File: config.mk
export PLATFORM = sky130hd
export DESIGN_NAME = ps2_kbd_buffer
export DESIGN_NICKNAME = d
export VERILOG_FILES = /design/src/rtl/kbd_pkg.sv /design/src/rtl/kbd_fifo.sv /design/src/rtl/ps2_kbd_buffer.sv
export SDC_FILE = /design/constraint.sdc
export NUM_CORES = 1
export LEC_CHECK = 0
export CORE_MARGIN = 2
export CORE_UTILIZATION = 25
export DETAILED_ROUTE_END_ITERATION = 10
export GPL_TIMING_DRIVEN = 0
export SETUP_SLACK_MARGIN = 0.02
export SLEW_MARGIN = 20
export SYNTH_ARGS = -nofsm -noshare
export SYNTH_HDL_FRONTEND = slang
export SYNTH_SLANG_ARGS = --single-unit
File: constraint.sdc
create_clock -name clk -period 3.3 [get_ports clk]
set_input_delay 0.66 -clock clk [delete_from_list [all_inputs] [get_ports clk]]
set_output_delay 0.66 -clock clk [all_outputs]
set_load 0.01 [all_outputs]
File: src/rtl/kbd_pkg.sv
// rtl/kbd_pkg.sv - shared constants and frame check for the PS/2 keyboard buffer
package kbd_pkg;

    localparam int FIFO_DEPTH_DEF  = 8;
    localparam int TIMEOUT_CYC_DEF = 50000;
    localparam int FRAME_BITS      = 11;
    localparam int READY_BIT       = 8;
    localparam int OVF_BIT         = 9;
    localparam int KEY_W           = 32;

    typedef logic [7:0] scan_code_t;

    // sr holds {parity, d7..d0, start} after ten shifts; stop is the eleventh bit.
    function automatic logic frame_ok(input logic [9:0] sr, input logic stop);
        return (sr[0] == 1'b0) && stop && (^sr[9:1]);
    endfunction

endpackage

File: src/rtl/kbd_fifo.sv
// rtl/kbd_fifo.sv - synchronous scan-code FIFO with push/pop and combinational head
module kbd_fifo #(
    parameter int DEPTH = 8,
    parameter int W     = 8
) (
    input  logic         clk,
    input  logic         clrn,
    input  logic         push,
    input  logic [W-1:0] push_data,
    input  logic         pop,
    output logic         full,
    output logic         empty,
    output logic [W-1:0] head
);

    localparam int AW = $clog2(DEPTH);

    logic [W-1:0]  mem [DEPTH];
    logic [AW-1:0] rd_ptr;
    logic [AW-1:0] wr_ptr;
    logic [AW:0]   count;
    logic          do_pop;
    logic          do_push;

    assign full    = (count == (AW+1)'(DEPTH));
    assign empty   = (count == '0);
    // A pop frees the slot, so a push into a full FIFO is still taken when paired with a pop.
    assign do_pop  = pop & ~empty;
    assign do_push = push & (~full | do_pop);
    assign head    = empty ? '0 : mem[rd_ptr];

    always_ff @(posedge clk) begin
        if (do_push) begin
            mem[wr_ptr] <= push_data;
        end
    end

    always_ff @(posedge clk or negedge clrn) begin
        if (!clrn) begin
            rd_ptr <= '0;
            wr_ptr <= '0;
            count  <= '0;
        end else begin
            if (do_push) begin
                wr_ptr <= wr_ptr + AW'(1);
            end
            if (do_pop) begin
                rd_ptr <= rd_ptr + AW'(1);
            end
            case ({do_push, do_pop})
                2'b10:   count <= count + (AW+1)'(1);
                2'b01:   count <= count - (AW+1)'(1);
                default: count <= count;
            endcase
        end
    end

endmodule

File: src/rtl/ps2_kbd_buffer.sv
// rtl/ps2_kbd_buffer.sv - PS/2 frame receiver feeding a CPU-readable scan-code FIFO
module ps2_kbd_buffer
    import kbd_pkg::*;
#(
    parameter int FIFO_DEPTH  = FIFO_DEPTH_DEF,
    parameter int TIMEOUT_CYC = TIMEOUT_CYC_DEF
) (
    input  logic              clk,
    input  logic              clrn,
    input  logic              ps2_clk,
    input  logic              ps2_data,
    input  logic              read_key,
    output logic [KEY_W-1:0]  key_data,
    output logic              ready,
    output logic              overflow
);

    localparam int              IDLE_W   = $clog2(TIMEOUT_CYC + 1);
    localparam logic [IDLE_W-1:0] IDLE_MAX = IDLE_W'(TIMEOUT_CYC);
    localparam logic [3:0]      LAST_BIT = 4'(FRAME_BITS - 1);

    logic [2:0]        clk_sync;
    logic [2:0]        data_sync;
    logic              fall;
    logic [9:0]        shift_reg;
    logic [3:0]        bit_cnt;
    logic [IDLE_W-1:0] idle_cnt;
    logic              push_pend;
    scan_code_t        push_byte;
    logic              read_key_q;
    logic              pop_edge;
    logic              full;
    logic              empty;
    scan_code_t        head;
    logic              drop;
    logic              overflow_q;

    always_ff @(posedge clk or negedge clrn) begin
        if (!clrn) begin
            clk_sync  <= 3'b111;
            data_sync <= 3'b111;
        end else begin
            clk_sync  <= {clk_sync[1:0], ps2_clk};
            data_sync <= {data_sync[1:0], ps2_data};
        end
    end

    assign fall = (clk_sync[2:1] == 2'b10);

    always_ff @(posedge clk or negedge clrn) begin
        if (!clrn) begin
            shift_reg <= '0;
            bit_cnt   <= '0;
            idle_cnt  <= '0;
            push_pend <= 1'b0;
            push_byte <= '0;
        end else begin
            push_pend <= 1'b0;
            if (fall) begin
                idle_cnt <= '0;
                if (bit_cnt == LAST_BIT) begin
                    push_pend <= frame_ok(shift_reg, data_sync[2]);
                    push_byte <= shift_reg[8:1];
                    bit_cnt   <= '0;
                end else begin
                    shift_reg <= {data_sync[2], shift_reg[9:1]};
                    bit_cnt   <= bit_cnt + 4'd1;
                end
            end else begin
                if (idle_cnt != IDLE_MAX) begin
                    idle_cnt <= idle_cnt + IDLE_W'(1);
                end
                // A keyboard that stops mid-frame must not corrupt the next one.
                if ((bit_cnt != 4'd0) && (idle_cnt == IDLE_MAX)) begin
                    bit_cnt <= '0;
                end
            end
        end
    end

    always_ff @(posedge clk or negedge clrn) begin
        if (!clrn) begin
            read_key_q <= 1'b0;
            overflow_q <= 1'b0;
        end else begin
            read_key_q <= read_key;
            if (drop) begin
                overflow_q <= 1'b1;
            end else if (pop_edge) begin
                overflow_q <= 1'b0;
            end
        end
    end

    assign pop_edge = read_key & ~read_key_q;
    assign drop     = push_pend & full & ~pop_edge;

    kbd_fifo #(
        .DEPTH (FIFO_DEPTH),
        .W     (8)
    ) u_fifo (
        .clk       (clk),
        .clrn      (clrn),
        .push      (push_pend),
        .push_data (push_byte),
        .pop       (pop_edge),
        .full      (full),
        .empty     (empty),
        .head      (head)
    );

    assign ready    = ~empty;
    assign overflow = overflow_q;

    always_comb begin
        key_data            = '0;
        key_data[7:0]       = head;
        key_data[READY_BIT] = ready;
        key_data[OVF_BIT]   = overflow_q;
    end

endmodule

# == Word level (Yosys, flattened, before mapping) ==
# Memory sizes are Yosys's and may differ from the RTL's.
# Cells that the tools add are included.
# totals
ff_bits,57
inputBits,5
mem_bits_rw,64
out_inout_bits,34
mem_count,1
# memory_table
name,words,width,read_ports,rd_ports_with_merged_regs,write_ports,line_no,rtl
u_fifo.mem,8,8,1,0,1,kbd_fifo.sv:18,logic [W-1:0] mem [DEPTH];
# op_classes
eq_ne,7
add_sub_neg,6
n_reduce_logical,12
n_mux,13
n_bitwise,12
# ops
operator,n
$mux W16,2
$add A16 B1 Y16 const B,1
$eq A16 B16 Y1 const B,1
$ne A16 B16 Y1 const B,1
$mux W4,3
$reduce_xor A9 Y1,1
$add A4 B1 Y4 const B,2
$eq A4 B4 Y1 const B,2
$mux W8,1
$pmux W4 S2,1
$reduce_bool A2 Y1,4
$add A3 B1 Y3 const B,2
$mux W1,6
$not A1 Y1,6
$and A1 B1 Y1,5
$eq A2 B2 Y1 const B,2
$logic_not A4 Y1,1
$reduce_and A2 Y1,2
$reduce_bool A4 Y1,1
$sub A4 B1 Y4 const B,1
$logic_and A1 B1 Y1,3
$eq A2 B1 Y1 const B,1
$or A1 B1 Y1,1

# == Logic depth before layout (Yosys ltp) ==
# depth
depth_word,7
mapped_depth,11

# == Cells and area by module ==
# Synthesis repeated with hierarchy kept, for this count alone.
# unflattened
hier_cells,364
area_unflattened_um2,5402.7
# modules_own_cells
module,n_inst,cells_each,area_each_um2
kbd_fifo,1,168,3104.2
ps2_kbd_buffer,1,196,2298.5

# == Worst setup path after synthesis ==
# Ideal clock, no wire load.
# synth_path
path_type,register to register
startpoint,register u_fifo.count[1]
endpoint,register u_fifo.count[2]
t_required_ns,3.175
path_stages_with_launch,12
setup_ns,0.125
t_arrival_ns,2.277
path_slack_ns,0.898
synth_period_minus_slack_ns,2.402
path_cell_list,dfrtp_1 > buf_6 > or4b_4 > o21a_4 > clkinv_2 > ha_1 > xor2_1 > ha_1 > a21oi_1 > xor2_1 > nor2_1 > xor2_1
# synth_via
elab_chain_cells,7
elab_cells_between_ends,13
# synth_rtl
item,line_no,rtl
"start, declared",kbd_fifo.sv:21,logic [AW:0] count;
"start signal, assigned",kbd_fifo.sv:51,2'b10: count <= count + (AW+1)'(1);
"start signal, assigned",kbd_fifo.sv:52,2'b01: count <= count - (AW+1)'(1);
"start signal, assigned",kbd_fifo.sv:53,default: count <= count;
$logic_not A4 Y1,kbd_fifo.sv:26,assign empty = (count == '0);
$not A1 Y1,kbd_fifo.sv:28,assign do_pop = pop & ~empty;
$and A1 B1 Y1,kbd_fifo.sv:28,
$or A1 B1 Y1,kbd_fifo.sv:29,assign do_push = push & (~full | do_pop);
$and A1 B1 Y1,kbd_fifo.sv:29,
$eq A2 B1 Y1 or $eq A2 B2 Y1 (tied branches),kbd_fifo.sv:50,"case ({do_push, do_pop})"
$pmux W4 S2 or $reduce_bool A2 Y1 (tied branches),n/a,
# Parallel ways exist; a longest one is shown, timed or not.
# A chain may end at the register's enable or synchronous reset.

# == Worst setup path in the final report ==
# layout_path
startpoint,register u_fifo.rd_ptr[0]
endpoint,output key_data[5]
# layout_via
elab_chain_cells,2
# layout_rtl
item,line_no,rtl
"start, declared",kbd_fifo.sv:19,logic [AW-1:0] rd_ptr;
"start signal, assigned",kbd_fifo.sv:48,rd_ptr <= rd_ptr + AW'(1);
$mem_v2 Z8 W8,n/a,
$mux W8,kbd_fifo.sv:30,assign head = empty ? '0 : mem[rd_ptr];
"end, declared",ps2_kbd_buffer.sv:13,"output logic [KEY_W-1:0] key_data,"
# Every way passes these cells.

==> run_results.csv <==
group,metric,value,unit
global_route,maximum_number_of_pins_on_one_net_before_global_route_repair,40,
job,max_cap_violations,0,
placement,placedCellCount,676,
sta,timing.fmax,323,MHz
power_and_ir_drop,static_leak,2.61,nW
logic_synthesis,netlist-cell-type-count,50,
logic_synthesis,number_of_synthesized_flops_with_an_enable_pin,64,
drt,routedWlPerCell,12.7,µm
sta,period_share,0.938,
floorplanning,initial_utilization,0.254,
global_route,globalRoute.totalOverflow,0,
worst_hold_path,min_path_type,"in -> async",
layout,final_layout_size_suffix_gt1_frac,0.277,
clock_network,hold_fix_buffers_at_cts,0,
clock_network,max-clock-path-buffers,2,
logic_synthesis,synthesized_area_divided_by_synthesized_cell_count,14.7,µm²
critical_path,reg2reg_depth,10,
drt,detailedRoute.firstIterationViolations,172,
clock_network,cts-resized-gates,2,
floorplanning,floorplan.die.width,150,µm
clock_network,cts_setup_buffers,0,
logic_synthesis,synth_largest_area_cell,"edfxtp_1",
layout,finalInstanceArea,6560,µm²
run_status,status,"finished, final reports clean",
sta,fin_hold_ws,114,ps
global_route,global_route_total_usage_across_every_layer,0.0879,
clock_network,clkSlewWorstSetupHoldPaths,60,ps
global_route,grt_first_pass_wirelength,14.8,mm
sta,layout_min_cycle_time,3100,ps
global_route,grt_pass1_vias,2873,
critical_path,capturing_element_type_of_the_critical_path,"output pin",
floorplanning,core_area,21000,µm²
layout,fin_nets,435,
layout,largest_register_ffs,64,
layout,instances_no_fill,708,
layout,area_delta_synth_final,22.7,%
logic_synthesis,synth.top_cells.by_area,"edfxtp_1, dfrtp_1, mux4_2, mux2_2, buf_4",
placement,detailedPlacementHpwl,6.05,mm
global_route,initial_antenna_violation_count,0,
floorplanning,rows,53,
placement,port_buffers,16,
power_and_ir_drop,worst_ir_drop_on_vdd,0.000370,V
logic_synthesis,yosys_warnings,0,
sta,final-setup-viol-count,0,
floorplanning,dieHeight,150,µm
clock_network,clock_net_sink_count,121,
critical_path,cp.required,2640,ps
placement,dpl_cell_area,5950,µm²
floorplanning,boundaryPins,39,
critical_path,reg2reg_to,"u_fifo.count[2]",
sta,slew_violations,0,
layout,final_common_cell,"edfxtp_1",
clock_network,htreeDepth,4,
drt,dr_total_vias,2883,
clock_network,cts_tree,"done",
logic_synthesis,netlist.area_leader.share,0.360,
drt,ant_nets,0,
logic_synthesis,yosysSeqAreaShare,0.628,
clock_network,clk_latency,420,ps
critical_path,worstPathArrival,2440,ps
sta,worst_slew_pin_slew,874,ps
drt,detail_route.vias_per_cell,4.07,
sta,timing.max_slew.rel_slack,0.415,
drt,wire_length_reported_by_the_detailed_router,8.99,mm
critical_path,setup.worst_path.class,"reg -> out",
logic_synthesis,syn_inst,363,
sta,hold_viol_final,0,
layout,postLayoutCoreUtil,0.312,
logic_synthesis,top_flip_flop_cell_by_instance_count_after_synthesis,"edfxtp_1",
layout,most_frequent_cells_in_the_layout,"edfxtp_1, dfrtp_1, nor2_1, buf_4, conb_1",
logic_synthesis,synth_area,5340,µm²
critical_path,worstSetupStartpointType,"flip-flop",
critical_path,reg2reg_setup_slack,620,ps
floorplanning,fp.dieArea,22600,µm²
clock_network,cts_made_buffers,17,
sta,finalClockSkew,15.5,ps
logic_synthesis,synth-seq-cells,121,
critical_path,timing.critical_path.fanout_max,10,
clock_network,clk_root_buffer_cell,"clkbuf_16",
critical_path,r2r-start,"u_fifo.count[1]",
placement,gp_congestion,0.719,
layout,antenna_cells_inserted,0,
sta,rsz0062_at_grt,"false",
power_and_ir_drop,power_density,788,nW/µm²
drt,detail_route.drc_violations,0,
logic_synthesis,post_synth_arst_share,0.471,
drt,drt_first_pass_iters,4,
-- worst max-delay path: stages, from the launching register on --
cell,delay (ps)
dfrtp_1,350
buf_4,220
buf_6,210
mux4_2,550
mux2i_1,140
nor2_1,50
clkdlybuf4s50_1,500
-- cell usage after synthesis (all sizes together), types with 2 or more instances --
| library cell | number |
|---|---|
| o22ai | 2 |
| nand3 | 7 |
| nand2 | 17 |
| buf | 35 |
| mux4 | 16 |
| nor3 | 3 |
| or3 | 4 |
| a21oi | 9 |
| o21ai | 5 |
| nor2b | 3 |
| mux2i | 9 |
| a31oi | 2 |
| nor4b | 2 |
| and4 | 2 |
| inv | 7 |
| dfstp | 6 |
| nand4 | 8 |
| xor2 | 14 |
| nor2 | 32 |
| ha | 10 |
| mux2 | 20 |
| and2 | 3 |
| nand2b | 5 |
| dfrtp | 51 |
| xnor2 | 11 |
| nand3b | 2 |
| edfxtp | 64 |
-- kinds of logic (layout without fill, tap and decap cells) --
kind of cell / count (synthesis) / after routing / share of synthesized area
adder cells (fa/ha/maj): 10 / 10 / 0.0234
AND/OR/NAND/NOR: 95 / 95 / 0.0990
buffers and inverters: 44 / 93 / 0.0534
XOR/XNOR: 26 / 26 / 0.0452
multiplexers: 45 / 45 / 0.126
flip-flops: 121 / 121 / 0.628
other: 1 / 22 / 0.000702
AO/OA/AOI/OAI: 21 / 21 / 0.0239
-- through the flow --
step	power (mW)	setup WS, ps	setup TNS (ps)
4_1_cts	5.23	76.6	0
3_5_place_dp	3.36	267	0
2_1_floorplan	2.94	898	0
3_3_place_gp	3.32	-296	-14750
5_1_grt	5.45	42.6	0
6_report	5.17	204	0
-- how the worst max path moves through the flow --
stage	startpoint	endpoint	slack (ps)	depth (start not counted)
2_1_floorplan	u_fifo.count[1]	u_fifo.count[2]	900	11
3_3_place_gp	clrn	u_fifo.rd_ptr[1]	-300	1
3_5_place_dp	read_key	u_fifo.count[2]	270	10
4_1_cts	u_fifo.rd_ptr[0]	key_data[4]	80	6
5_1_grt	u_fifo.rd_ptr[0]	key_data[1]	40	6
6_report	u_fifo.rd_ptr[0]	key_data[5]	200	6
-- power by group --
part           total [mW]  switching, mW  internal, mW
logic                1.30          0.574         0.727
clock network        1.85          0.715          1.13
registers            2.02          0.200          1.82
-- final cells by class --
cell class / instances / area, µm²
Tap cell: 275 / 344
Multi-Input combinational cell: 219 / 1790
Buffer: 36 / 262
Clock buffer: 18 / 429
Fill cell: 2041 / 14500
Sequential cell: 121 / 3360
Inverter: 8 / 31.3
Clock inverter: 14 / 164
Timing Repair Buffer: 17 / 178
-- per-layer routing --
metal	vias up	GRT usage	routed length, µm
met4	0	0.0429	146
met2	50	0.143	4410
li1	1392	-	-
met3	12	0.0300	352
met1	1429	0.104	4070
met5	-	0	0
Power figures use the tool's default switching activity.
